File: config.mk
export PLATFORM = sky130hd
export DESIGN_NAME = dmem_responder
export DESIGN_NICKNAME = d
export VERILOG_FILES = /design/src/rtl/dmem_responder.sv
export SDC_FILE = /design/constraint.sdc
export NUM_CORES = 2
export LEC_CHECK = 0
export ABC_AREA = 1
export CAP_MARGIN = 20
export CORE_ASPECT_RATIO = 0.7
export CORE_MARGIN = 2
export CORE_UTILIZATION = 35
export CTS_CLUSTER_DIAMETER = 120
export DETAILED_ROUTE_END_ITERATION = 16
export SYNTH_ARGS = -nofsm -noshare
export SYNTH_HDL_FRONTEND = slang
export SYNTH_SLANG_ARGS = --single-unit
File: constraint.sdc
create_clock -name clk -period 6.86 [get_ports clk]
set_input_delay 1.372 -clock clk [delete_from_list [all_inputs] [get_ports clk]]
set_output_delay 1.372 -clock clk [all_outputs]
set_load 0.01 [all_outputs]
File: src/rtl/dmem_responder.sv
`default_nettype none
// ============================================================================
// Module      : dmem_responder
// Description : Multi-cycle data-memory responder for the Memory stage, with
//               busy handshake for the hazard unit and sticky misalign flag.
// Revision    : 1.0 - initial release
// ============================================================================
module dmem_responder #(
    parameter int DEPTH   = 64,
    parameter int LATENCY = 2
) (
    input  logic        clk,
    input  logic        reset,
    input  logic        MemReadM,
    input  logic        MemWriteM,
    input  logic [31:0] AddrM,
    input  logic [31:0] WriteDataM,
    output logic [31:0] ReadDataM,
    output logic        MemBusyM,
    output logic        ErrorM
);

    localparam int         c_IDX_W  = $clog2(DEPTH);
    localparam logic [3:0] c_LAT_M1 = 4'(LATENCY - 1);

    typedef enum logic [1:0] {
        S_IDLE = 2'd0,
        S_WAIT = 2'd1,
        S_DONE = 2'd2
    } state_t;

    state_t               r_state;
    state_t               w_stateNext;
    logic [3:0]           r_cnt;
    logic [3:0]           w_cntNext;
    logic                 w_commit;
    logic                 w_req;
    logic                 w_misaligned;
    logic [c_IDX_W-1:0]   w_idx;
    logic [31:0]          r_mem [DEPTH];
    logic [31:0]          r_readData;
    logic                 r_error;
    logic                 w_unused;

    assign w_req        = MemReadM | MemWriteM;
    assign w_misaligned = |AddrM[1:0];
    // Upper address bits are dropped so accesses alias modulo DEPTH words.
    assign w_idx        = AddrM[c_IDX_W+1:2];
    assign w_unused     = ^AddrM[31:c_IDX_W+2];

    always_comb begin
        w_stateNext = r_state;
        w_cntNext   = r_cnt;
        w_commit    = 1'b0;
        case (r_state)
            S_IDLE: begin
                if (w_req) begin
                    w_cntNext = c_LAT_M1;
                    if (LATENCY == 1) begin
                        w_stateNext = S_DONE;
                        w_commit    = 1'b1;
                    end else begin
                        w_stateNext = S_WAIT;
                    end
                end
            end
            S_WAIT: begin
                if (!w_req) begin
                    w_stateNext = S_IDLE;
                end else if (r_cnt == 4'd1) begin
                    w_stateNext = S_DONE;
                    w_commit    = 1'b1;
                end else begin
                    w_cntNext = r_cnt - 4'd1;
                end
            end
            S_DONE:  w_stateNext = S_IDLE;
            default: w_stateNext = S_IDLE;
        endcase
    end

    assign MemBusyM = ((r_state == S_IDLE) && w_req) || (r_state == S_WAIT);

    always_ff @(posedge clk) begin
        if (reset) begin
            r_state    <= S_IDLE;
            r_cnt      <= 4'd0;
            r_readData <= 32'd0;
            r_error    <= 1'b0;
        end else begin
            r_state <= w_stateNext;
            r_cnt   <= w_cntNext;
            if (w_commit) begin
                if (w_misaligned) begin
                    r_error    <= 1'b1;
                    r_readData <= 32'd0;
                end else if (MemReadM && !MemWriteM) begin
                    r_readData <= r_mem[w_idx];
                end
            end
        end
    end

    // Storage is never cleared; reset only has to block an in-flight commit.
    always_ff @(posedge clk) begin
        if (!reset && w_commit && MemWriteM && !w_misaligned) begin
            r_mem[w_idx] <= WriteDataM;
        end
    end

    assign ReadDataM = r_readData;
    assign ErrorM    = r_error;

endmodule
`default_nettype wire
==> impl_metrics.json <==
{
  "rr_worst_depth": 10,
  "fin_skew_ns": 0.0381,
  "gr-total-overflow": 0,
  "utilization_pct": 40.0,
  "netlist_area_sq_um": 89200,
  "status": "completed",
  "antenna_found_initial": 22,
  "worstHoldStart": "ReadDataM[2]",
  "slew-limit-headroom_pct": 25.5,
  "r2r_slack_ns": 2.62,
  "crit_type": "primary input to flip-flop",
  "dp.cells": 11900,
  "cts_sinks": 2087,
  "drc": 0,
  "wl_microns": 251000,
  "setup_tns_ns": 0,
  "clockBufferDepth": 4,
  "layout_commonest_cell": "nand2_1",
  "syn_to_final_growth_pct": 13.2,
  "cts-root-buf": "clkbuf_16",
  "hpwlAfterDp_microns": 138000,
  "ys_seq_area_share_pct": 69.9,
  "power_density_nw_per_um2": 261,
  "drive_above_1_share_pct": 7.74,
  "reg2reg_from": "r_cnt[1]",
  "crit_required_ns": 7.39,
  "min_period_ns": 4.92,
  "wire_per_inst_microns": 20.5,
  "start_kind": "primary input",
  "h-tree-depth": 4,
  "whs_path_depth": 2,
  "die_y_microns": 426,
  "vias": 58100,
  "cap_violations": 0,
  "post_cts_resize_count": 0,
  "maxSlewViolCount": 0,
  "rows": 154,
  "period_share_pct": 71.8,
  "fin_cells": 12200,
  "path_max_fanout": 23,
  "initial_core_util_pct": 35.3,
  "die_w_microns": 607,
  "drtPass1Iterations": 5,
  "p_total_w": 0.0264,
  "synthCells": 8619,
  "fin_ws_ns": 1.94,
  "grt_pass1_wl_microns": 364000,
  "max_slew.worst_pin.slew_ns": 1.11,
  "finalNetCount": 8778,
  "grt_use_total_pct": 19.0,
  "via_per_inst": 4.75,
  "grt_pass1_vias": 54500,
  "hold_class": "flip-flop to flip-flop",
  "postCtsHoldBufs": 0,
  "drt_iter0_markers": 7864,
  "fmax_mhz": 203,
  "insertion_delay_ns": 0.86,
  "grt_max_degree": 201,
  "final_cell_mix": "nand2_1 (2,628), edfxtp_1 (2,048), inv_1 (1,881), nand3_1 (969), o21ai_0 (239)",
  "cts_tree": "built",
  "port_buffers": 77,
  "rsz0062_at_grt": "no",
  "antenna_left": 0,
  "numCtsBuffers": 206,
  "die_area_sq_um": 259000,
  "fillers": 23900,
  "path_clk_slew_ns": 0.06,
  "ys_ff_latch": 2087,
  "final-hold-violation-count": 0,
  "core_area_sq_um": 252000,
  "arrival_ns": 5.46,
  "dp_slack_ns": 1.08,
  "place.gp.congestion": 0.827,
  "endpoint_kind": "flip-flop",
  "post_cts_buffers": 0,
  "crit-reg2reg-capture": "r_mem[6][6]",
  "syn_avg_cell_area_sq_um": 10.3,
  "irDropWorstVdd_mv": 0.180,
  "ys_types": 24,
  "ios": 102,
  "yosysWarnings": 0,
  "setup-violations-final": 0,
  "p_leak_nw": 43.1,
  "syn_nets": 8689,
  "hold_end": "ReadDataM[2]"
}
==> synthesized netlist by cell type <==
| cell type | instances | area, sq um |
|---|---|---|
| o21ai_0 | 239 | 1200 |
| o21ai_1 | 23 | 115 |
| dfxtp_1 | 39 | 781 |
| inv_2 | 3 | 11.3 |
| nor2_1 | 204 | 766 |
| buf_1 | 34 | 128 |
| nor4_2 | 1 | 12.5 |
| inv_1 | 1881 | 7060 |
| nor4b_4 | 1 | 23.8 |
| nand3_1 | 969 | 4850 |
| xor2_1 | 1 | 8.76 |
| clkbuf_1 | 134 | 503 |
| edfxtp_1 | 2048 | 61500 |
| ha_1 | 2 | 25.0 |
| nand4_1 | 2 | 12.5 |
| nor2_2 | 1 | 6.26 |
| nand2_1 | 2629 | 9870 |
| nor3_1 | 8 | 40.0 |
| a21oi_1 | 33 | 165 |
| buf_2 | 205 | 1030 |
| a31oi_1 | 1 | 6.26 |
| or2_0 | 2 | 12.5 |
| or2_2 | 127 | 795 |
| o211ai_1 | 32 | 240 |
==> how the worst max path moves through the flow <==
stage,endpoint,cells after the start,slack [ns],startpoint
floorplan,r_mem[0][0],8,2.60,MemWriteM
global placement,r_mem[6][17],11,1.14,MemWriteM
detailed placement,r_mem[6][3],11,1.08,MemWriteM
CTS,r_mem[6][6],11,1.96,MemWriteM
global route,r_mem[6][6],11,1.87,MemWriteM
finish,r_mem[6][6],11,1.94,MemWriteM
==> critical path, cell delays in order <==
cell	delay (ns)
clkdlybuf4s50_1	0.58
nor2_1	0.08
nor2_1	0.15
inv_2	0.07
nor2_2	0.20
inv_1	0.16
nor4b_4	0.75
nand3_1	0.51
buf_4	0.38
nor2_4	0.80
buf_4	0.36
==> power breakdown <==
group          internal, W  leakage, nW  switching (W)
Combinational     0.000287         21.3        0.00107
Clock              0.00621         3.09        0.00480
Sequential          0.0140         18.7     0.00000320
Total               0.0205         43.1        0.00588
==> flip-flops by register name (all words and copies together), names as in the netlist <==
name and count:
ErrorM 1, ReadDataM 32, r_cnt 4, r_mem 2048
r_state 2
==> stage by stage <==
| step | instance area (sq um) | hold WS [ns] |
|---|---|---|
| 2_1_floorplan | 89200 | 0.453 |
| 3_3_place_gp | 94500 | 0.442 |
| 3_5_place_dp | 94500 | 0.459 |
| 4_1_cts | 101000 | 0.471 |
| 5_1_grt | 101000 | 0.486 |
| 6_report | 101000 | 0.469 |
==> cell type report <==
type                            instances  area (sq um)  share of cell area (%)
Clock buffer                          264          5390                    5.35
Tap cell                             3354          4200                    4.16
Sequential cell                      2087         62300                    61.7
Timing Repair Buffer                  254          2260                    2.24
Antenna cell                            3          7.51                 0.00744
Clock inverter                        101           952                   0.944
Multi-Input combinational cell       4275         18700                    18.5
Inverter                             1884          7090                    7.02
==> kinds of logic (layout without fill, tap and decap cells) <==
group	count (synthesis)	count (layout)	share of synthesized area, %
AND/OR/NAND/NOR	3944	3944	18.4
AO/OA/AOI/OAI	328	328	1.93
flip-flops	2087	2087	69.9
buffers and inverters	2257	2503	9.79
other	0	3	0
XOR/XNOR	1	1	0.00983
adder cells (fa/ha/maj)	2	2	0.0281
==> routing by layer <==
| metal | global-route usage (%) | routed length, microns | vias to the layer above |
|---|---|---|---|
| met5 | 0 | 16 | - |
| met4 | 4.77 | 6030 | 2 |
| met3 | 4.21 | 26400 | 312 |
| met2 | 28.8 | 109000 | 2321 |
| met1 | 27.6 | 110000 | 28000 |
| li1 | - | - | 27500 |
No activity file was read; power rests on OpenSTA's default activity.
